File: src/rtl/i2c_cmd_engine_pkg.sv
// Shared definitions for the I2C command engine: opcodes, core register map,
// status bits, FSM state type and the per-command register write sequence.
package i2c_cmd_engine_pkg;

  // Upstream opcodes
  localparam logic [2:0] OP_INITIALIZE = 3'd0;
  localparam logic [2:0] OP_START      = 3'd1;
  localparam logic [2:0] OP_WRITE      = 3'd2;
  localparam logic [2:0] OP_READ       = 3'd3;
  localparam logic [2:0] OP_STOP       = 3'd4;

  // i2c_master_top register addresses (TXR/RXR and CR/SR share addresses)
  localparam logic [2:0] REG_PRER_LO = 3'd0;
  localparam logic [2:0] REG_PRER_HI = 3'd1;
  localparam logic [2:0] REG_CTR     = 3'd2;
  localparam logic [2:0] REG_TXR     = 3'd3;
  localparam logic [2:0] REG_RXR     = 3'd3;
  localparam logic [2:0] REG_CR      = 3'd4;
  localparam logic [2:0] REG_SR      = 3'd4;

  // Status register bit positions
  localparam int SR_RXACK = 7;
  localparam int SR_BUSY  = 6;
  localparam int SR_AL    = 5;
  localparam int SR_TIP   = 1;

  localparam logic [15:0] PRESCALE_DEF       = 16'd399;
  localparam logic [23:0] TIMEOUT_CYCLES_DEF = 24'd2_000_000;

  typedef enum logic [2:0] {
    S_IDLE   = 3'd0,
    S_WB_WR  = 3'd1,
    S_POLL   = 3'd2,
    S_RD_RXR = 3'd3,
    S_RESP   = 3'd4
  } state_t;

  // One register write of a command sequence; last marks the final write.
  typedef struct packed {
    logic       last;
    logic [2:0] adr;
    logic [7:0] dat;
  } wb_step_t;

  // CR encodings: STA=0x80 STO=0x40 RD=0x20 WR=0x10 ACK=0x08
  function automatic wb_step_t seq_step(input logic [2:0]  op,
                                        input logic [1:0]  step,
                                        input logic        fun,
                                        input logic [6:0]  addr,
                                        input logic [7:0]  wdat,
                                        input logic [15:0] prescale);
    wb_step_t s;
    s = '0;
    case (op)
      OP_INITIALIZE: begin
        case (step)
          2'd0:    s = '{1'b0, REG_PRER_LO, prescale[7:0]};
          2'd1:    s = '{1'b0, REG_PRER_HI, prescale[15:8]};
          default: s = '{1'b1, REG_CTR, 8'h80};
        endcase
      end
      OP_START: begin
        if (step == 2'd0) s = '{1'b0, REG_TXR, {addr, ~fun}};
        else              s = '{1'b1, REG_CR, 8'h90};
      end
      OP_WRITE: begin
        if (step == 2'd0) s = '{1'b0, REG_TXR, wdat};
        else              s = '{1'b1, REG_CR, fun ? 8'h50 : 8'h10};
      end
      OP_READ:  s = '{1'b1, REG_CR, fun ? 8'h28 : 8'h20};
      default:  s = '{1'b1, REG_CR, 8'h40};
    endcase
    return s;
  endfunction

endpackage

File: src/rtl/i2c_wb_port.sv
// Single-transfer Wishbone master. A go pulse while idle launches one access;
// done pulses the cycle after the ack, so back-to-back requests always leave
// at least one idle bus cycle.
module i2c_wb_port (
  input  logic       clk,
  input  logic       reset,
  input  logic       go_i,
  input  logic       we_i,
  input  logic [2:0] adr_i,
  input  logic [7:0] wdat_i,
  output logic       done_o,
  output logic [7:0] rdat_o,
  output logic [2:0] wb_adr_o,
  output logic [7:0] wb_dat_o,
  input  logic [7:0] wb_dat_i,
  output logic       wb_we_o,
  output logic       wb_stb_o,
  output logic       wb_cyc_o,
  input  logic       wb_ack_i
);

  logic       cyc_q;
  logic       we_q;
  logic [2:0] adr_q;
  logic [7:0] dat_q;
  logic       done_q;
  logic [7:0] rdat_q;

  // Launch on go, hold address/data until ack, drop the strobe after the ack cycle
  always_ff @(posedge clk) begin
    if (reset) begin
      cyc_q  <= 1'b0;
      we_q   <= 1'b0;
      adr_q  <= '0;
      dat_q  <= '0;
      done_q <= 1'b0;
      rdat_q <= '0;
    end else begin
      done_q <= 1'b0;
      if (cyc_q) begin
        if (wb_ack_i) begin
          cyc_q  <= 1'b0;
          done_q <= 1'b1;
          rdat_q <= wb_dat_i;
        end
      end else if (go_i) begin
        cyc_q <= 1'b1;
        we_q  <= we_i;
        adr_q <= adr_i;
        dat_q <= wdat_i;
      end
    end
  end

  assign wb_cyc_o = cyc_q;
  assign wb_stb_o = cyc_q;
  assign wb_we_o  = we_q;
  assign wb_adr_o = adr_q;
  assign wb_dat_o = dat_q;
  assign done_o   = done_q;
  assign rdat_o   = rdat_q;

endmodule

File: src/rtl/i2c_cmd_engine.sv
// I2C byte-command engine: turns one upstream command into register accesses
// on the i2c_master_top core. Optional poll watchdog: I2C_CMD_TIMEOUT_EN.
// Upstream handshake: a request transfers on req_val & req_rdy (req_rdy only in
// IDLE); a response is offered with resp_val and its data holds until
// resp_val & resp_rdy, after which the engine is back in IDLE next cycle.
module i2c_cmd_engine
  import i2c_cmd_engine_pkg::*;
#(
  parameter logic [15:0] PRESCALE = PRESCALE_DEF
`ifdef I2C_CMD_TIMEOUT_EN
  , parameter logic [23:0] TIMEOUT_CYCLES = TIMEOUT_CYCLES_DEF
`endif
) (
  input  logic       clk,
  input  logic       reset,
  input  logic [6:0] addr,
  input  logic [7:0] write_data,
  input  logic [2:0] operation,
  input  logic       fun,
  input  logic       req_val,
  output logic       req_rdy,
  output logic [7:0] read_data,
  output logic       resp_val,
  input  logic       resp_rdy,
  output logic       resp_nack,
  output logic       resp_err,
  output logic [2:0] wb_adr_o,
  output logic [7:0] wb_dat_o,
  input  logic [7:0] wb_dat_i,
  output logic       wb_we_o,
  output logic       wb_stb_o,
  output logic       wb_cyc_o,
  input  logic       wb_ack_i,
  output logic [2:0] state_o
);

  state_t     state_q, state_d;
  logic [2:0] op_q, op_d;
  logic       fun_q, fun_d;
  logic [6:0] addr_q, addr_d;
  logic [7:0] wdat_q, wdat_d;
  logic [1:0] step_q, step_d;
  logic       pend_q, pend_d;
  logic       nack_q, nack_d;
  logic       err_q, err_d;
  logic [7:0] rdata_q, rdata_d;
`ifdef I2C_CMD_TIMEOUT_EN
  logic [23:0] cnt_q, cnt_d;
`endif

  logic       go;
  logic       p_we;
  logic [2:0] p_adr;
  logic [7:0] p_wdat;
  logic       done;
  logic [7:0] rdat;
  logic       poll_ok;
  wb_step_t   stp;

  assign stp = seq_step(op_q, step_q, fun_q, addr_q, wdat_q, PRESCALE);
  // STOP waits for the bus to go idle; every other command waits for the byte transfer
  assign poll_ok = (op_q == OP_STOP) ? ~rdat[SR_BUSY] : ~rdat[SR_TIP];

  i2c_wb_port u_port (
    .clk      (clk),
    .reset    (reset),
    .go_i     (go),
    .we_i     (p_we),
    .adr_i    (p_adr),
    .wdat_i   (p_wdat),
    .done_o   (done),
    .rdat_o   (rdat),
    .wb_adr_o (wb_adr_o),
    .wb_dat_o (wb_dat_o),
    .wb_dat_i (wb_dat_i),
    .wb_we_o  (wb_we_o),
    .wb_stb_o (wb_stb_o),
    .wb_cyc_o (wb_cyc_o),
    .wb_ack_i (wb_ack_i)
  );

  // State and datapath registers
  always_ff @(posedge clk) begin
    if (reset) begin
      state_q <= S_IDLE;
      op_q    <= '0;
      fun_q   <= 1'b0;
      addr_q  <= '0;
      wdat_q  <= '0;
      step_q  <= '0;
      pend_q  <= 1'b0;
      nack_q  <= 1'b0;
      err_q   <= 1'b0;
      rdata_q <= '0;
`ifdef I2C_CMD_TIMEOUT_EN
      cnt_q   <= '0;
`endif
    end else begin
      state_q <= state_d;
      op_q    <= op_d;
      fun_q   <= fun_d;
      addr_q  <= addr_d;
      wdat_q  <= wdat_d;
      step_q  <= step_d;
      pend_q  <= pend_d;
      nack_q  <= nack_d;
      err_q   <= err_d;
      rdata_q <= rdata_d;
`ifdef I2C_CMD_TIMEOUT_EN
      cnt_q   <= cnt_d;
`endif
    end
  end

  // Next-state logic; one bus access is issued whenever none is outstanding
  always_comb begin
    state_d = state_q;
    op_d    = op_q;
    fun_d   = fun_q;
    addr_d  = addr_q;
    wdat_d  = wdat_q;
    step_d  = step_q;
    pend_d  = pend_q;
    nack_d  = nack_q;
    err_d   = err_q;
    rdata_d = rdata_q;
`ifdef I2C_CMD_TIMEOUT_EN
    cnt_d   = cnt_q;
`endif
    go     = 1'b0;
    p_we   = 1'b0;
    p_adr  = '0;
    p_wdat = '0;

    case (state_q)
      S_IDLE: begin
        if (req_val) begin
          op_d   = operation;
          fun_d  = fun;
          addr_d = addr;
          wdat_d = write_data;
          step_d = '0;
          nack_d = 1'b0;
          err_d  = 1'b0;
          if (operation > OP_STOP) begin
            err_d   = 1'b1;
            state_d = S_RESP;
          end else begin
            state_d = S_WB_WR;
          end
        end
      end
      S_WB_WR: begin
        p_we   = 1'b1;
        p_adr  = stp.adr;
        p_wdat = stp.dat;
        go     = ~pend_q;
        if (done) begin
          if (stp.last) begin
            step_d  = '0;
            state_d = (op_q == OP_INITIALIZE) ? S_RESP : S_POLL;
`ifdef I2C_CMD_TIMEOUT_EN
            cnt_d   = '0;
`endif
          end else begin
            step_d = step_q + 2'd1;
          end
        end
      end
      S_POLL: begin
        p_adr = REG_SR;
        go    = ~pend_q;
`ifdef I2C_CMD_TIMEOUT_EN
        cnt_d = cnt_q + 24'd1;
`endif
        if (done) begin
          if (rdat[SR_AL]) begin
            err_d   = 1'b1;
            state_d = S_RESP;
          end else if (poll_ok) begin
            if (op_q == OP_START || op_q == OP_WRITE) nack_d = rdat[SR_RXACK];
            state_d = (op_q == OP_READ) ? S_RD_RXR : S_RESP;
          end
`ifdef I2C_CMD_TIMEOUT_EN
          // Checked only at the end of an SR read so no access is left in flight
          else if (cnt_q >= TIMEOUT_CYCLES - 24'd1) begin
            err_d   = 1'b1;
            state_d = S_RESP;
          end
`endif
        end
      end
      S_RD_RXR: begin
        p_adr = REG_RXR;
        go    = ~pend_q;
        if (done) begin
          rdata_d = rdat;
          state_d = S_RESP;
        end
      end
      S_RESP: begin
        if (resp_rdy) state_d = S_IDLE;
      end
      default: state_d = S_IDLE;
    endcase

    if (done) pend_d = 1'b0;
    if (go)   pend_d = 1'b1;
  end

  assign req_rdy   = (state_q == S_IDLE);
  assign resp_val  = (state_q == S_RESP);
  assign resp_nack = nack_q;
  assign resp_err  = err_q;
  assign read_data = rdata_q;
  assign state_o   = state_q;

endmodule

File: config.mk
export PLATFORM = sky130hd
export DESIGN_NAME = i2c_cmd_engine
export DESIGN_NICKNAME = d
export VERILOG_FILES = /design/src/rtl/i2c_cmd_engine_pkg.sv /design/src/rtl/i2c_wb_port.sv /design/src/rtl/i2c_cmd_engine.sv
export SDC_FILE = /design/constraint.sdc
export NUM_CORES = 1
export LEC_CHECK = 0
export ABC_AREA = 1
export CAP_MARGIN = 20
export CORE_MARGIN = 2
export CORE_UTILIZATION = 35
export CTS_BUF_LIST = sky130_fd_sc_hd__clkbuf_8
export CTS_CLUSTER_SIZE = 25
export DETAILED_ROUTE_END_ITERATION = 10
export SYNTH_ARGS = -nofsm -noshare
export SYNTH_HDL_FRONTEND = slang
export SYNTH_HIERARCHICAL = 1
export SYNTH_SLANG_ARGS = --single-unit
File: constraint.sdc
create_clock -name clk -period 1.75 [get_ports clk]
set_input_delay 0.175 -clock clk [delete_from_list [all_inputs] [get_ports clk]]
set_output_delay 0.175 -clock clk [all_outputs]
set_load 0.01 [all_outputs]
Word-level counts from Yosys, hierarchy flattened
Cells that the tools add are included.
{"block": "totals", "regBits": 57, "latch_bits": 0, "ramBits": 0, "rom_bits": 0, "inputBits": 32, "out_inout_bits": 29, "word_cells": 104, "memories": 0}
{"block": "classes", "n_addsub": 1, "n_mul": 0, "n_div": 0, "magnitude_cmp": 1, "n_eq_ne": 20, "n_shift": 0, "n_mux": 44, "n_bitwise": 5, "reduce_logical": 17}
{"op": "$pmux W12 S4", "n": 1}
{"op": "$mux W3", "n": 11}
{"op": "$mux W12", "n": 2}
{"op": "$pmux W12 S2", "n": 1}
{"op": "$mux W1", "n": 18}
{"op": "$pmux W3 S5", "n": 1}
{"op": "$eq A3 B2 Y1 const B", "n": 4}
{"op": "$ne A2 B1 Y1 const B", "n": 5}
{"op": "$ne A2 B2 Y1 const B", "n": 5}
{"op": "$pmux W3 S3", "n": 1}
{"op": "$mux W8", "n": 1}
{"op": "$reduce_and A2 Y1", "n": 4}
{"op": "$mux W7", "n": 1}
{"op": "$reduce_and A7 Y1", "n": 1}
{"op": "$eq A3 B1 Y1 const B", "n": 2}
{"op": "$eq A3 B3 Y1 const B", "n": 2}
{"op": "$logic_not A3 Y1", "n": 2}
{"op": "$mux W2", "n": 3}
{"op": "$reduce_and A6 Y1", "n": 1}
{"op": "$reduce_bool A2 Y1", "n": 3}
{"op": "$not A1 Y1", "n": 5}
{"op": "$mux W4", "n": 1}
{"op": "$pmux W1 S2", "n": 2}
{"op": "$pmux W2 S2", "n": 1}
{"op": "other kinds (10)", "n": 10}

Longest topological paths before layout
Gate-level depths: netlist of run 1.
{"block": "depth", "depth_word": 7, "ltp_mapped": 12, "mapped_depth_nobuf": 12}

Cells and area by module
The synthesis of run 1 kept the hierarchy.
{"mod": "i2c_cmd_engine", "n_inst": 1, "cells_per_inst": 289, "area_each_um2": 1884.3, "seq_area_each_um2": 700.7}
{"mod": "i2c_wb_port", "n_inst": 1, "cells_per_inst": 120, "area_each_um2": 865.8, "seq_area_each_um2": 440.4}

Worst setup path after synthesis of run 1
OpenSTA, ideal clock, no wires.
{"block": "synth_path", "kind": "reg-to-reg", "startpoint": "register state_q[1], in the netlist state_o[1]", "endpoint": "register u_port.dat_q[4], in the netlist u_port/wb_dat_o[4]", "setup_ps": 113, "arrival_ps": 1381, "t_required_ps": 1637, "path_slack_ps": 256, "stages_incl_launch_ff": 7, "path_buffers": 1, "period_less_slack_ps": 1494, "path_cell_list": "dfxtp_1 -> nor2_2 -> nor3_1 -> buf_2 -> nand3_1 -> nand2_1 -> nor2_1"}
{"block": "synth_via", "elab_chain_len": 4, "word_cells_on_any_way": 7, "cone_classes": "eq/ne (3); mux (2); reduce/logical (2)"}
{"element": "from (decl)", "line_no": "i2c_cmd_engine.sv:37", "source": "state_t state_q, state_d;"}
{"element": "from (signal assigned)", "line_no": "i2c_cmd_engine.sv:99", "source": "state_q <= state_d;"}
{"element": "$eq A3 B2 Y1 / $eq A3 B1 Y1 (equally long branches)", "line_no": "i2c_cmd_engine.sv:135", "source": "case (state_q)"}
{"element": "$reduce_or A3 Y1 (no line) (*)"}
{"element": "$mux W1 (*)"}
{"element": "net go", "line_no": "i2c_cmd_engine.sv:51", "source": "logic go;"}
{"element": "$reduce_and A2 Y1 (no line) (*)"}
{"element": "to (signal assigned)", "line_no": "i2c_wb_port.sv:50", "source": "dat_q <= wdat_i;"}
{"element": "to (decl)", "line_no": "i2c_wb_port.sv:25", "source": "logic [7:0] dat_q;"}
Mark *: on every way through the listed nets, which the timed path passes. The rest lies on a longest branch.
A chain may end at the register's enable or synchronous reset.

Worst setup path after layout of run 1
{"block": "layout_path", "startpoint": "register state_q[1], in the netlist state_o[1]", "endpoint": "output state_o[1]"}
{"element": "to (decl)", "line_no": "i2c_cmd_engine.sv:34", "source": "output logic [2:0] state_o"}
No word-level cell between the ends.

==> out/metrics.yaml, run 1 <==
global_route:
  grt_overflow: 0
  track_usage_pct: 17.7
  grt_max_degree: 29
  antenna_found_initial: 0
  grt_pass1_wl_mm: 11.9
  grt_pass1_vias: 2541
placement:
  gp_routability_congestion: 0.881
  place_hpwl_mm: 5.14
  port_buffers: 60
detailed_routing:
  wl_per_cell_um: 11.8
  vias: 2719
  drt-pass1-iter-count: 4
  routed_via_density: 4.65
  antenna_left: 0
  postRouteWirelength_mm: 6.93
  drtIter0Drc: 119
  drc: 0
power_and_ir_drop:
  swShare_pct: 37.5
  intPower_mw: 3.77
  p_seq_share_pct: 31.2
  p_leak_nw: 1.59
  power_mw: 6.03
  ir_drop_v: 0.000724
  switchingPower_mw: 2.26
  clockPowerShare_pct: 25.2
  p_comb_share_pct: 43.6
  power.density_nw_per_um2: 1600
layout:
  multi_input_area_um2: 1320
  fillers: 797
  area_delta_synth_final_pct: 37.1
  nets: 514
  num_antenna_cells: 0
  seq_area_um2: 1150
  drive_above_1_share_pct: 12.6
die:
  initial_utilization_pct: 35.8
  coreArea_um2: 7690
  io_pins: 61
  die_w_um: 92.6
  rows: 32
  die_h_um: 92.6
  die_area_um2: 8580
synth:
  yosysSeqAreaShare_pct: 41.5
  syn_inst: 409
  synth-seq-cells: 57
  syn_nets: 445
  syn_area_um2: 2750
  postSynthAreaPerCell_um2: 6.72
  yosysWarnings: 6
  synth_cell_type_count: 24
clock_tree:
  htreeDepth: 3
  clock-root-buffer: "clkbuf_8"
  cts_tree: "done"
  numCtsBuffers: 9
  ctsLongestPathBuffers: 2
  cts_hold_buf: 0
  clkLatencyLatePin_ns: 0.35
  clock_sinks: 57
  post-cts-setup-buffers: 0
  clk_transition_reported_paths_ns: 0.07
job:
  max_cap_viol_count: 0
critical_path:
  slowest_delay_ns: 0.52
  worstReg2RegStart: "op_q[2]"
  slowest_stage: "clkdlybuf4s50_1"
  critical_path_class: "flip-flop to output port"
  end_kind: "output port"
  timing.rr.end: "u_port/wb_dat_o[3]"
  worstPathRequired_ns: 1.57
  worst_ep_arrival_time_ns: 1.44
  path_cells: "buf_4 > clkdlybuf4s50_1"
  reg2reg_depth: 12
  worstSetupStartpointType: "flip-flop"
  worst-path-max-fanout: 6
  rrSetupSlack_ns: 0.19
sta:
  min_period_ns: 1.61
  hold_viol: 0
  worst_pin_slew_ns: 0.660
  setup_viol: 0
  rsz0062_at_grt: "false"
  slew_headroom_pct: 55.9
  finalMaxSlewViolations: 0
  finalCritPeriodShare_pct: 92.3
  fin_skew_ns: 0.00842
  tns_ns: 0
  max_freq_ghz: 0.619
min_path:
  hold_path_end: "u_port/rdat_o[6]"
  worstHoldStart: "wb_dat_i[6]"
  holdPathStages: 3
  hp-class: "primary input to flip-flop"
run_status:
  status: "finished, final reports clean"
## Yosys cell counts
cell type  count  share of area (%)
a21oi_1       39                7.1
a31oi_1        1               0.23
buf_2          6                1.1
buf_4          2               0.55
buf_6          2               0.82
clkbuf_1       6               0.82
clkbuf_2       1               0.18
dfxtp_1       57                 41
ha_1           4                1.8
inv_1         56                7.6
inv_2          3               0.41
nand2_1       77                 11
nand2_2        4               0.91
nand3_1       52                9.5
nand3_2        1               0.36
nand4_2        1               0.45
nor2_1        55                7.5
nor2_2         5                1.1
nor2_4         1               0.41
nor3_1         3               0.55
o21ai_0       25                4.5
o21ai_1        2               0.36
o221ai_1       3               0.96
o22ai_1        3               0.68
## per-layer routing
metal | global-route usage (%) | part of all wire, % | routed length (um) | up-vias
met3 | 6.18 | 4.8 | 334 | 8
met5 | 0 | 0 | 0 | -
li1 | - | - | - | 1447
met2 | 26.6 | 44 | 3020 | 65
met1 | 23.6 | 50 | 3480 | 1199
met4 | 6.13 | 1.3 | 92 | 0
## power by group through the flow
stage / sequential, mW / combinational, mW / clock [mW]
after global routing: 1.93 / 2.98 / 1.61
after floorplan: 1.95 / 1.63 / 0
after CTS: 1.88 / 2.61 / 1.56
after global placement: 1.89 / 2.59 / 0
final: 1.88 / 2.63 / 1.52
after detailed placement: 1.89 / 2.61 / 0
## cell type report
class / instances / area share, %
Clock buffer: 10 / 3.65
Clock inverter: 6 / 2.79
Inverter: 59 / 5.87
Multi-Input combinational cell: 276 / 35.0
Sequential cell: 57 / 30.4
Tap cell: 102 / 3.39
Timing Repair Buffer: 75 / 18.9
## layout by cell type, fill, tap and decap left out, types with 2 or more instances in the layout
cell type	n
nor2_1	51
dlygate4sd2_1	2
nor3_1	3
bufinv_16	3
buf_4	15
nor2_4	2
o21ai_0	24
dfxtp_1	53
clkinv_2	3
ha_1	3
inv_2	6
nor2_2	8
o21ai_1	2
dfxtp_2	4
nand3_1	51
clkdlybuf4s50_1	58
nand2_2	5
nand3_2	2
nand2_1	76
o22ai_1	3
inv_1	53
clkbuf_8	10
o221ai_1	3
a21oi_1	39
## state kept, by name (all words and copies together) (netlist names)
signal,flops
read_data,8
u_port/done_o,1
u_port/wb_we_o,1
op_q,3
pend_q,1
resp_nack,1
fun_q,1
u_port/wb_cyc_o,1
resp_err,1
wdat_q,8
u_port/wb_dat_o,8
state_o,3
u_port/wb_adr_o,3
addr_q,7
u_port/rdat_o,8
step_q,2
## how the worst max path moves through the flow
stage / cells past startpoint / slack, ns / start / to
final: 2 / 0.14 / state_o[1] / state_o[1]
after global routing: 12 / 0.008 / op_q[2] / u_port/wb_dat_o[3]
after CTS: 11 / 0.09 / step_q[0] / u_port/wb_dat_o[6]
after detailed placement: 11 / 0.09 / step_q[0] / u_port/wb_dat_o[6]
after global placement: 11 / 0.15 / step_q[0] / u_port/wb_dat_o[6]
after floorplan: 6 / 0.26 / state_o[1] / u_port/wb_dat_o[4]
## worst max-delay path: cells and delay by family (launching register included)
family,cells,cell delay [ns]
DFF,1,0.42
buffers and inverters,2,0.67
## through the flow
stage / util, % / setup slack [ns] / hold slack, ns / std cells / cell area, um^2
detailed placement: 45.5 / 0.0898 / 0.449 / 569 / 3500
floorplan: - / 0.256 / 0.267 / 409 / 2750
finish: 49.0 / 0.135 / 0.360 / 585 / 3770
global placement: 45.5 / 0.149 / 0.447 / 569 / 3500
CTS: 48.7 / 0.0867 / 0.348 / 585 / 3740
global route: 49.0 / 0.00802 / 0.359 / 585 / 3770
## cell families after synthesis
logic type	share of synthesized area (%)
AO/OA/AOI/OAI	13.9
AND/OR/NAND/NOR	31.3
buffers and inverters	11.5
flip-flops	41.5
adder cells (fa/ha/maj)	1.82
## repair_timing
item                       CTS  global route
gates cloned                 0             0
setup endpoints to repair    2            11
resized for setup            7            12
(Power assumes the default switching activity.)
==> inputs of run 2 (changes only) <==
- CAP_MARGIN: 20 -> 15
- clock period: 1.75 -> 1.3 ns (I/O delays scaled with it)
==> out/metrics.yaml, run 2 (same netlist as run 1, synthesis figures left out) <==
min_path:
  worstHoldStart: "wb_dat_i[2]"
  hold_path_end: "u_port/rdat_o[2]"
  holdPathStages: 3
  hp-class: "primary input to flip-flop"
clock_tree:
  clock-root-buffer: "clkbuf_8"
  clkLatencyLatePin_ns: 0.34
  clk_transition_reported_paths_ns: 0.07
  numCtsBuffers: 9
  clock_sinks: 57
  ctsLongestPathBuffers: 2
  cts_tree: "done"
  htreeDepth: 3
detailed_routing:
  drc: 0
  postRouteWirelength_mm: 8.54
  route.met3.wl_um: 358
  drtIter0Drc: 115
  antenna_left: 0
  wl_met2_mm: 4.27
  wl_per_cell_um: 13.6
  top_layer_used: "met4"
  met1_length_mm: 3.70
  routed_via_density: 4.85
  drt-pass1-iter-count: 4
  vias: 3053
critical_path:
  rrSetupSlack_ns: -0.15
  worst-path-max-fanout: 3
  worstSetupStartpointType: "flip-flop"
  crit_buf_inv: 3
  critical_path_class: "flip-flop to flip-flop"
  worstReg2RegStart: "step_q[0]"
  slowest_stage: "dfxtp_4"
  reg2reg_depth: 9
  crit_family: "compound AO/OA/AOI/OAI gates"
  timing.rr.end: "u_port/wb_dat_o[4]"
  slowest_delay_ns: 0.36
  end_kind: "flip-flop"
  cp_common_cell: "inv_4"
  worst_ep_arrival_time_ns: 1.69
  worstPathRequired_ns: 1.54
  path_cells: "inv_4 > ha_4 > inv_4 > o21ai_0 > a21oi_2 > inv_1 > nand3_1 > nand2_1 > nor2_1"
sta:
  max_freq_ghz: 0.688
  slew_headroom_pct: 62.3
  setup_viol: 16
  fin_skew_ns: 0.00419
  worst_pin_slew_ns: 0.565
  rsz0062_at_grt: "true"
  hold_viol: 0
  worst_slack_ns: -0.153
  finalCritPeriodShare_pct: 112
  min_period_ns: 1.45
  finalMaxSlewViolations: 0
  hold_ws_ns: 0.331
layout:
  final_common_cell: "nand2_1"
  final_area_um2: 4600
  area_delta_synth_final_pct: 67.3
  final_core_util_pct: 59.9
  drive_above_1_share_pct: 34.5
  num_antenna_cells: 0
  final_cell_mix: "57 x nand2_1, 48 x dfxtp_1, 46 x inv_1"
  nets: 559
global_route:
  antenna_found_initial: 0
  grt_max_degree: 32
  grt_overflow: 0
  track_usage_pct: 19.0
  grt_pass1_vias: 2900
  grt_pass1_wl_mm: 13.1
power_and_ir_drop:
  ir_drop_v: 0.00124
  power_mw: 9.55
  power.density_nw_per_um2: 2070
  swShare_pct: 40.7
  intPower_mw: 5.66
  p_seq_share_pct: 27.5
  switchingPower_mw: 3.88
  p_leak_nw: 2.01
  clockPowerShare_pct: 17.4
  p_comb_share_pct: 55.1
placement:
  place_hpwl_mm: 5.48
  gp_routability_congestion: 0.935
  placed_cell_area_um2: 3760
  port_buffers: 60
  dp_worst_setup_slack_ns: -0.178
die:
  coreArea_um2: 7690
  io_pins: 61
  initial_utilization_pct: 35.8
  die_h_um: 92.6
  rows: 32
  die_w_um: 92.6
  die_area_um2: 8580
job:
  max_cap_viol_count: 0
run_status:
  violations: "negative setup slack"
  status: "complete, but fails checks"
-- run 2: cell types whose count changed in the layout (fill, tap and decap cells not counted), sizes merged --
cell and change:
buf +46, dlygate4sd2 +25, bufinv -2, clkinv -1
inv +1, clkbuf +2, clkdlybuf4s50 -27
-- run 2: how the worst max path moves through the flow --
stage                     startpoint                 end  slack [ns]  depth (start not counted)
after floorplan              op_q[2]  u_port/wb_dat_o[1]        0.01                         11
after global placement         reset           addr_q[0]       -0.16                          4
after detailed placement     req_val          state_o[1]       -0.18                         10
after CTS                  step_q[0]  u_port/wb_adr_o[2]       -0.08                         11
after global routing       step_q[0]  u_port/wb_dat_o[4]       -0.26                          9
final                      step_q[0]  u_port/wb_dat_o[4]       -0.15                          9
-- run 2: layout make-up --
cell class	count	area, um^2
fillers	694	3090
repair buffers	120	1110
flip-flops and latches	57	1170
inverters	59	246
multi-input cells	276	1750
clock buffers	11	151
well taps	102	128
clock inverters	4	43.8
-- run 2: tightest hold or removal path, delay by kind of cell --
family                 cells  cell delay [ns]
buffers and inverters      1             0.40
and+or+nand+nor            2             0.10
-- run 2: routing by layer --
layer | vias up | GRT usage [%]
met5 | - | 0
met4 | 0 | 6.86
met3 | 22 | 4.39
met2 | 69 | 31.8
met1 | 1418 | 23.9
li1 | 1544 | -
-- run 2: repair_timing --
action / CTS / global route
setup buffers: 9 / 9
hold buffers: 0 / 0
gates resized for setup: 100 / 96
cloned: 1 / 1
setup endpoints to repair: 49 / 38
hold endpoints to repair: 0 / 0
pin swaps: 17 / 25
-- run 2: per-stage QoR --
stage | instances | setup TNS, ns
finish | 629 | -1.16
global route | 629 | -3.31
CTS | 621 | -0.627
detailed placement | 596 | -3.73
global placement | 596 | -3.49
floorplan | 409 | 0
-- run 2: power groups by stage --
stage	sequential, mW	clock (mW)	combinational, mW
after global placement	2.56	0	3.99
after detailed placement	2.58	0	4.01
final	2.63	1.66	5.26
after floorplan	2.64	0	2.24
after CTS	2.59	1.68	4.32
after global routing	2.69	1.78	5.74
